--- src/rtl/dac_pkg.sv ---
// Shared mode encodings, interleave FSM states and the midscale helper for dac_out_stage.
package dac_pkg;

    localparam logic [1:0] MODE_SELECT     = 2'b00;
    localparam logic [1:0] MODE_INTERLEAVE = 2'b01;
    localparam logic [1:0] MODE_RAMP       = 2'b10;
    localparam logic [1:0] MODE_MUTE       = 2'b11;

    typedef enum logic {StIdle, StRun} state_e;

    function automatic logic [31:0] midscale(input int unsigned dac_w);
        return 32'd1 << (dac_w - 1);
    endfunction

endpackage

--- src/rtl/dac_out_stage_fmt.sv ---
// Combinational sample formatter: round to nearest, saturate to the signed DAC range,
// then flip the MSB to get offset binary.
module dac_fmt #(
    parameter int unsigned DATA_W = 16,
    parameter int unsigned DAC_W  = 14
) (
    input  logic [DATA_W-1:0] din,
    output logic [DAC_W-1:0]  dout
);

    localparam int unsigned SH = DATA_W - DAC_W;
    // Half an output LSB; zero when no bits are dropped.
    localparam logic signed [DATA_W:0] RND  = (DATA_W + 1)'((2 ** SH) >> 1);
    localparam logic signed [DATA_W:0] MAXV = (DATA_W + 1)'((2 ** (DAC_W - 1)) - 1);
    localparam logic signed [DATA_W:0] MINV = ~MAXV;

    logic signed [DATA_W:0] rnd;
    logic signed [DATA_W:0] shr;
    logic        [DAC_W-1:0] sat;

    always_comb begin
        rnd = $signed({din[DATA_W-1], din}) + RND;
        shr = rnd >>> SH;
        if (shr > MAXV) begin
            sat = {1'b0, {(DAC_W - 1){1'b1}}};
        end else if (shr < MINV) begin
            sat = {1'b1, {(DAC_W - 1){1'b0}}};
        end else begin
            sat = shr[DAC_W-1:0];
        end
        dout = {~sat[DAC_W-1], sat[DAC_W-2:0]};
    end

endmodule

--- src/rtl/dac_out_stage.sv ---
// DAC output stage: select / interleave / ramp / mute modes with a valid-ready input
// and registered offset-binary output.
module dac_out_stage
    import dac_pkg::*;
#(
    parameter int unsigned DATA_W = 16,
    parameter int unsigned DAC_W  = 14,
    parameter int unsigned NCH    = 2
) (
    input  logic                     clk,
    input  logic                     rst,
    input  logic                     in_valid,
    output logic                     in_ready,
    input  logic [NCH*DATA_W-1:0]    in_data,
    input  logic [1:0]               mode,
    input  logic [$clog2(NCH)-1:0]   sel,
    input  logic                     underrun_clr,
    output logic [DAC_W-1:0]         dac_data,
    output logic                     dac_valid,
    output logic                     underrun
);

    localparam int unsigned         PH_W = $clog2(NCH);
    localparam logic [PH_W-1:0]     LAST = PH_W'(NCH - 1);
    localparam logic [DAC_W-1:0]    MID  = DAC_W'(midscale(DAC_W));

    state_e                  state_q, state_d;
    logic [PH_W-1:0]         ph_q, ph_d;
    logic [NCH*DATA_W-1:0]   frame_q, frame_d;
    logic [DAC_W-1:0]        ramp_q, ramp_d;
    logic [DAC_W-1:0]        dac_data_q, dac_data_d;
    logic                    dac_valid_q, dac_valid_d;
    logic                    underrun_q, underrun_d;
    logic [DATA_W-1:0]       fmt_in;
    logic [DAC_W-1:0]        fmt_out;

    function automatic logic [DATA_W-1:0] pick(input logic [NCH*DATA_W-1:0] fr,
                                               input logic [PH_W-1:0] idx);
        pick = '0;
        for (int k = 0; k < NCH; k++) begin
            if (idx == PH_W'(k)) pick = fr[k*DATA_W +: DATA_W];
        end
    endfunction

    dac_fmt #(
        .DATA_W (DATA_W),
        .DAC_W  (DAC_W)
    ) u_fmt (
        .din  (fmt_in),
        .dout (fmt_out)
    );

    // Mode is only honoured at a frame boundary, so a RUN frame always drains first.
    assign in_ready = !rst && ((state_q == StIdle) || (ph_q == LAST && mode == MODE_INTERLEAVE));

    always_comb begin
        fmt_in = pick(frame_q, ph_q);
        if (state_q == StIdle) fmt_in = pick(in_data, sel);
    end

    always_comb begin
        state_d     = state_q;
        ph_d        = ph_q;
        frame_d     = frame_q;
        ramp_d      = '0;
        dac_data_d  = dac_data_q;
        dac_valid_d = 1'b0;
        underrun_d  = underrun_q & ~underrun_clr;

        if (state_q == StRun) begin
            dac_data_d  = fmt_out;
            dac_valid_d = 1'b1;
            if (ph_q != LAST) begin
                ph_d = ph_q + PH_W'(1);
            end else if (mode == MODE_INTERLEAVE && in_valid) begin
                frame_d = in_data;
                ph_d    = '0;
            end else begin
                state_d = StIdle;
                ph_d    = '0;
                if (mode == MODE_INTERLEAVE) underrun_d = 1'b1;
            end
        end else begin
            unique case (mode)
                MODE_SELECT: begin
                    if (in_valid) begin
                        dac_data_d  = fmt_out;
                        dac_valid_d = 1'b1;
                    end
                end
                MODE_INTERLEAVE: begin
                    dac_data_d = MID;
                    if (in_valid) begin
                        frame_d = in_data;
                        state_d = StRun;
                        ph_d    = '0;
                    end
                end
                MODE_RAMP: begin
                    dac_data_d  = ramp_q;
                    dac_valid_d = 1'b1;
                    ramp_d      = ramp_q + DAC_W'(1);
                end
                MODE_MUTE: begin
                    dac_data_d  = MID;
                    dac_valid_d = 1'b1;
                end
            endcase
        end
    end

    always_ff @(posedge clk) begin
        if (rst) begin
            state_q     <= StIdle;
            ph_q        <= '0;
            frame_q     <= '0;
            ramp_q      <= '0;
            dac_data_q  <= MID;
            dac_valid_q <= 1'b0;
            underrun_q  <= 1'b0;
        end else begin
            state_q     <= state_d;
            ph_q        <= ph_d;
            frame_q     <= frame_d;
            ramp_q      <= ramp_d;
            dac_data_q  <= dac_data_d;
            dac_valid_q <= dac_valid_d;
            underrun_q  <= underrun_d;
        end
    end

    assign dac_data  = dac_data_q;
    assign dac_valid = dac_valid_q;
    assign underrun  = underrun_q;

endmodule
--- config.mk ---
export PLATFORM = sky130hd
export DESIGN_NAME = dac_out_stage
export DESIGN_NICKNAME = d
export VERILOG_FILES = /design/src/rtl/dac_pkg.sv /design/src/rtl/dac_out_stage_fmt.sv /design/src/rtl/dac_out_stage.sv
export SDC_FILE = /design/constraint.sdc
export NUM_CORES = 1
export LEC_CHECK = 0
export CAP_MARGIN = 20
export CORE_MARGIN = 1
export CORE_UTILIZATION = 45
export CTS_CLUSTER_DIAMETER = 60
export DETAILED_ROUTE_END_ITERATION = 8
export PLACE_DENSITY = 0.65
export SYNTH_ARGS = -nofsm -noshare
export SYNTH_HDL_FRONTEND = slang
export SYNTH_SLANG_ARGS = --single-unit
--- constraint.sdc ---
create_clock -name clk -period 4.9 [get_ports clk]
set_clock_uncertainty 0.1 [all_clocks]
set_input_delay 0.49 -clock clk [delete_from_list [all_inputs] [get_ports clk]]
set_output_delay 0.49 -clock clk [all_outputs]
set_load 0.05 [all_outputs]
==> flow_metrics.env <==
export IMPL_grt_pass1_wl_um=14200
export IMPL_multiInputGateArea_um2=2140
export IMPL_drc=0
export IMPL_layout_drive_gt1_share_pct=11.8
export IMPL_holdBufCountCts=0
export IMPL_drt_pass1_iterations=4
export IMPL_drv_slew=0
export IMPL_setup_violations=0
export IMPL_antenna_cells=0
export IMPL_power_density_nw_per_um2=297
export IMPL_post_drt_wl_per_cell_um=14.4
export IMPL_syn_inst=434
export IMPL_synth_area_per_cell_um2=8.17
export IMPL_synthFlopType="dfxtp_1"
export IMPL_yosysTopAreaCell="dfxtp_1"
export IMPL_cts_tree="done"
export IMPL_cts_setup_buffers=0
export IMPL_finalPower_mw=1.30
export IMPL_numClockSinks=62
export IMPL_ant_nets=0
export IMPL_drt_vias_per_instance=5.40
export IMPL_hold_ws_ns=0.351
export IMPL_async_reset_ff_share_pct=0
export IMPL_antenna_found_initial=0
export IMPL_grt_use_total_pct=21.4
export IMPL_clock_path_buffers=2
export IMPL_rows=32
export IMPL_num_vias=3172
export IMPL_syn_num_nets=475
export IMPL_max_slew_margin_pct=56.7
export IMPL_synth_area_um2=3550
export IMPL_worstPathRequired_ns=5.05
export IMPL_cts_max_level=3
export IMPL_dp_cells=570
export IMPL_fmax_ghz=0.324
export IMPL_synth_most_common_cell="nand2_1"
export IMPL_yosys_warnings=0
export IMPL_ir_drop_v=0.000188
export IMPL_setup_tns_ns=0
export IMPL_grt_pass1_vias=3036
export IMPL_outcome="finished, final reports clean"
export IMPL_drt_iter0_drc=134
export IMPL_nFillCells=759
export IMPL_dieArea_um2=8240
export IMPL_min_period_over_period_pct=63.0
export IMPL_cts_made_buffers=9
export IMPL_postLayoutCoreUtil_pct=56.8
export IMPL_hold_viol=0
export IMPL_netlist_area_leader_share_pct=35.0
export IMPL_clk_pin_slew_ns=0.07
export IMPL_cts_resized_gates=0
export IMPL_hold_path_class="register to register"
export IMPL_synth_edf_count=0
export IMPL_ctsRootBufferMaster="clkbuf_8"
export IMPL_core_area_um2=7690
export IMPL_regArea_um2=1240
export IMPL_worstSetupPathType="input port to register"
export IMPL_ys_ff_latch=62
export IMPL_hpwl_um=5960
export IMPL_ys_seq_area_share_pct=35.0
export IMPL_synthDistinctLibCells=53
export IMPL_grt_ovfl_total=0
export IMPL_worstPathMaxFanout=10
export IMPL_grt_max_degree=51
export IMPL_synth_top_cells_by_count="nand2_1, dfxtp_1, a21oi_1, nor2_1"
export IMPL_synthTopCellsByArea="dfxtp_1, nand2_1, a21oi_1"
export IMPL_nets=521
export IMPL_rsz0062_at_grt="no"
export IMPL_ioPinCount=56
export IMPL_areaGrowthSynthToFinish_pct=23.2
export IMPL_finalWirelength_um=8460
export IMPL_insertion_delay_ns=0.33
export IMPL_place_gp_congestion=0.838
export IMPL_start_util_pct=46.1
export IMPL_worstSetupEndpointType="register"
export IMPL_crit_arrival_ns=3.24
export IMPL_io_buffers=53
export IMPL_die_height_um=90.8
export IMPL_min_period_ns=3.09
export IMPL_power_leakage_nw=1.52
export IMPL_worst_pin_slew_ns=0.642
export IMPL_worstSetupStartpointType="input port"
export IMPL_die_x_um=90.8
export IMPL_drv_cap=0
export IMPL_finalNonFillerCells=587
per-layer routing:
metal / wire length [um] / vias up / track usage, % / part of all wire (%)
met5: 0 / - / 0 / 0
met4: 110 / 0 / 6.48 / 1.3
met3: 272 / 12 / 4.55 / 3.2
met2: 4040 / 63 / 37.1 / 48
met1: 4030 / 1487 / 26.4 / 48
li1: - / 1610 / - / -
cell type report:
class / instances / area share (%)
Clock inverter: 3 / 1.49
Tap cell: 102 / 2.92
Sequential cell: 62 / 28.4
Inverter: 6 / 0.516
Timing Repair Buffer: 61 / 13.7
Multi-Input combinational cell: 340 / 49.0
Clock buffer: 13 / 3.87
placed cells by master (no fill, tap or decap), drive strengths merged, types with 7 or more instances in the layout:
cell type and n:
nand2 83, dfxtp 62, clkdlybuf4s50 52, a21oi 50
nor2 45, mux2i 19, nand3 18, a211oi 15
clkbuf 13, o21ai 13, xnor2 11, xor2 10
buf 9, mux2 8, a22oi 7, or3 7
cells by family (layout without fill, tap and decap cells):
| logic type | Yosys count | after routing | synth area share (%) |
|---|---|---|---|
| multiplexers | 27 | 27 | 8.01 |
| AND/OR/NAND/NOR | 187 | 187 | 26.3 |
| XOR/XNOR | 21 | 21 | 5.19 |
| flip-flops | 62 | 62 | 35.0 |
| adder cells (fa/ha/maj) | 2 | 2 | 0.706 |
| buffers and inverters | 32 | 83 | 4.59 |
| AO/OA/AOI/OAI | 103 | 103 | 20.2 |
worst paths after layout:
check | start | endpoint | slack (ns) | cells past startpoint
worst max-delay path | sel | dac_data[5] | 1.81 | 11
worst min register to register | frame_q[13] | frame_q[13] | 0.35 | 2
worst max register to register | ph_q | dac_data[4] | 1.95 | 8
worst min-delay path | frame_q[13] | frame_q[13] | 0.35 | 2
flip-flops by register name, summed over array words and instances (netlist names):
| name | flops |
|---|---|
| state_q | 1 |
| underrun | 1 |
| ramp_q | 14 |
| ph_q | 1 |
| dac_valid | 1 |
| dac_data | 14 |
| frame_q | 30 |
worst max-delay path: stages:
cell and delay, ns:
clkdlybuf4s50_1 0.57, mux2_1 0.37, nor2_1 0.09, a21oi_1 0.05, ha_1 0.27, nor4b_2 0.20, nor2_4 0.25, nor2_1 0.11
a31oi_4 0.36, o211ai_1 0.20, a311oi_2 0.25
per-stage QoR:
stage / instance area, um^2 / setup WS, ns
2_1_floorplan: 3550 / 1.96
3_3_place_gp: 4100 / 1.49
3_5_place_dp: 4120 / 1.47
4_1_cts: 4350 / 1.83
5_1_grt: 4370 / 1.70
6_report: 4370 / 1.81
power by group:
group | switching [mW] | internal (mW) | leakage, nW
clock network | 0.195 | 0.328 | 0.120
logic | 0.141 | 0.100 | 0.898
registers | 0.0126 | 0.522 | 0.504
total | 0.349 | 0.951 | 1.52
Note: power is estimated with default switching activity, not from simulation.
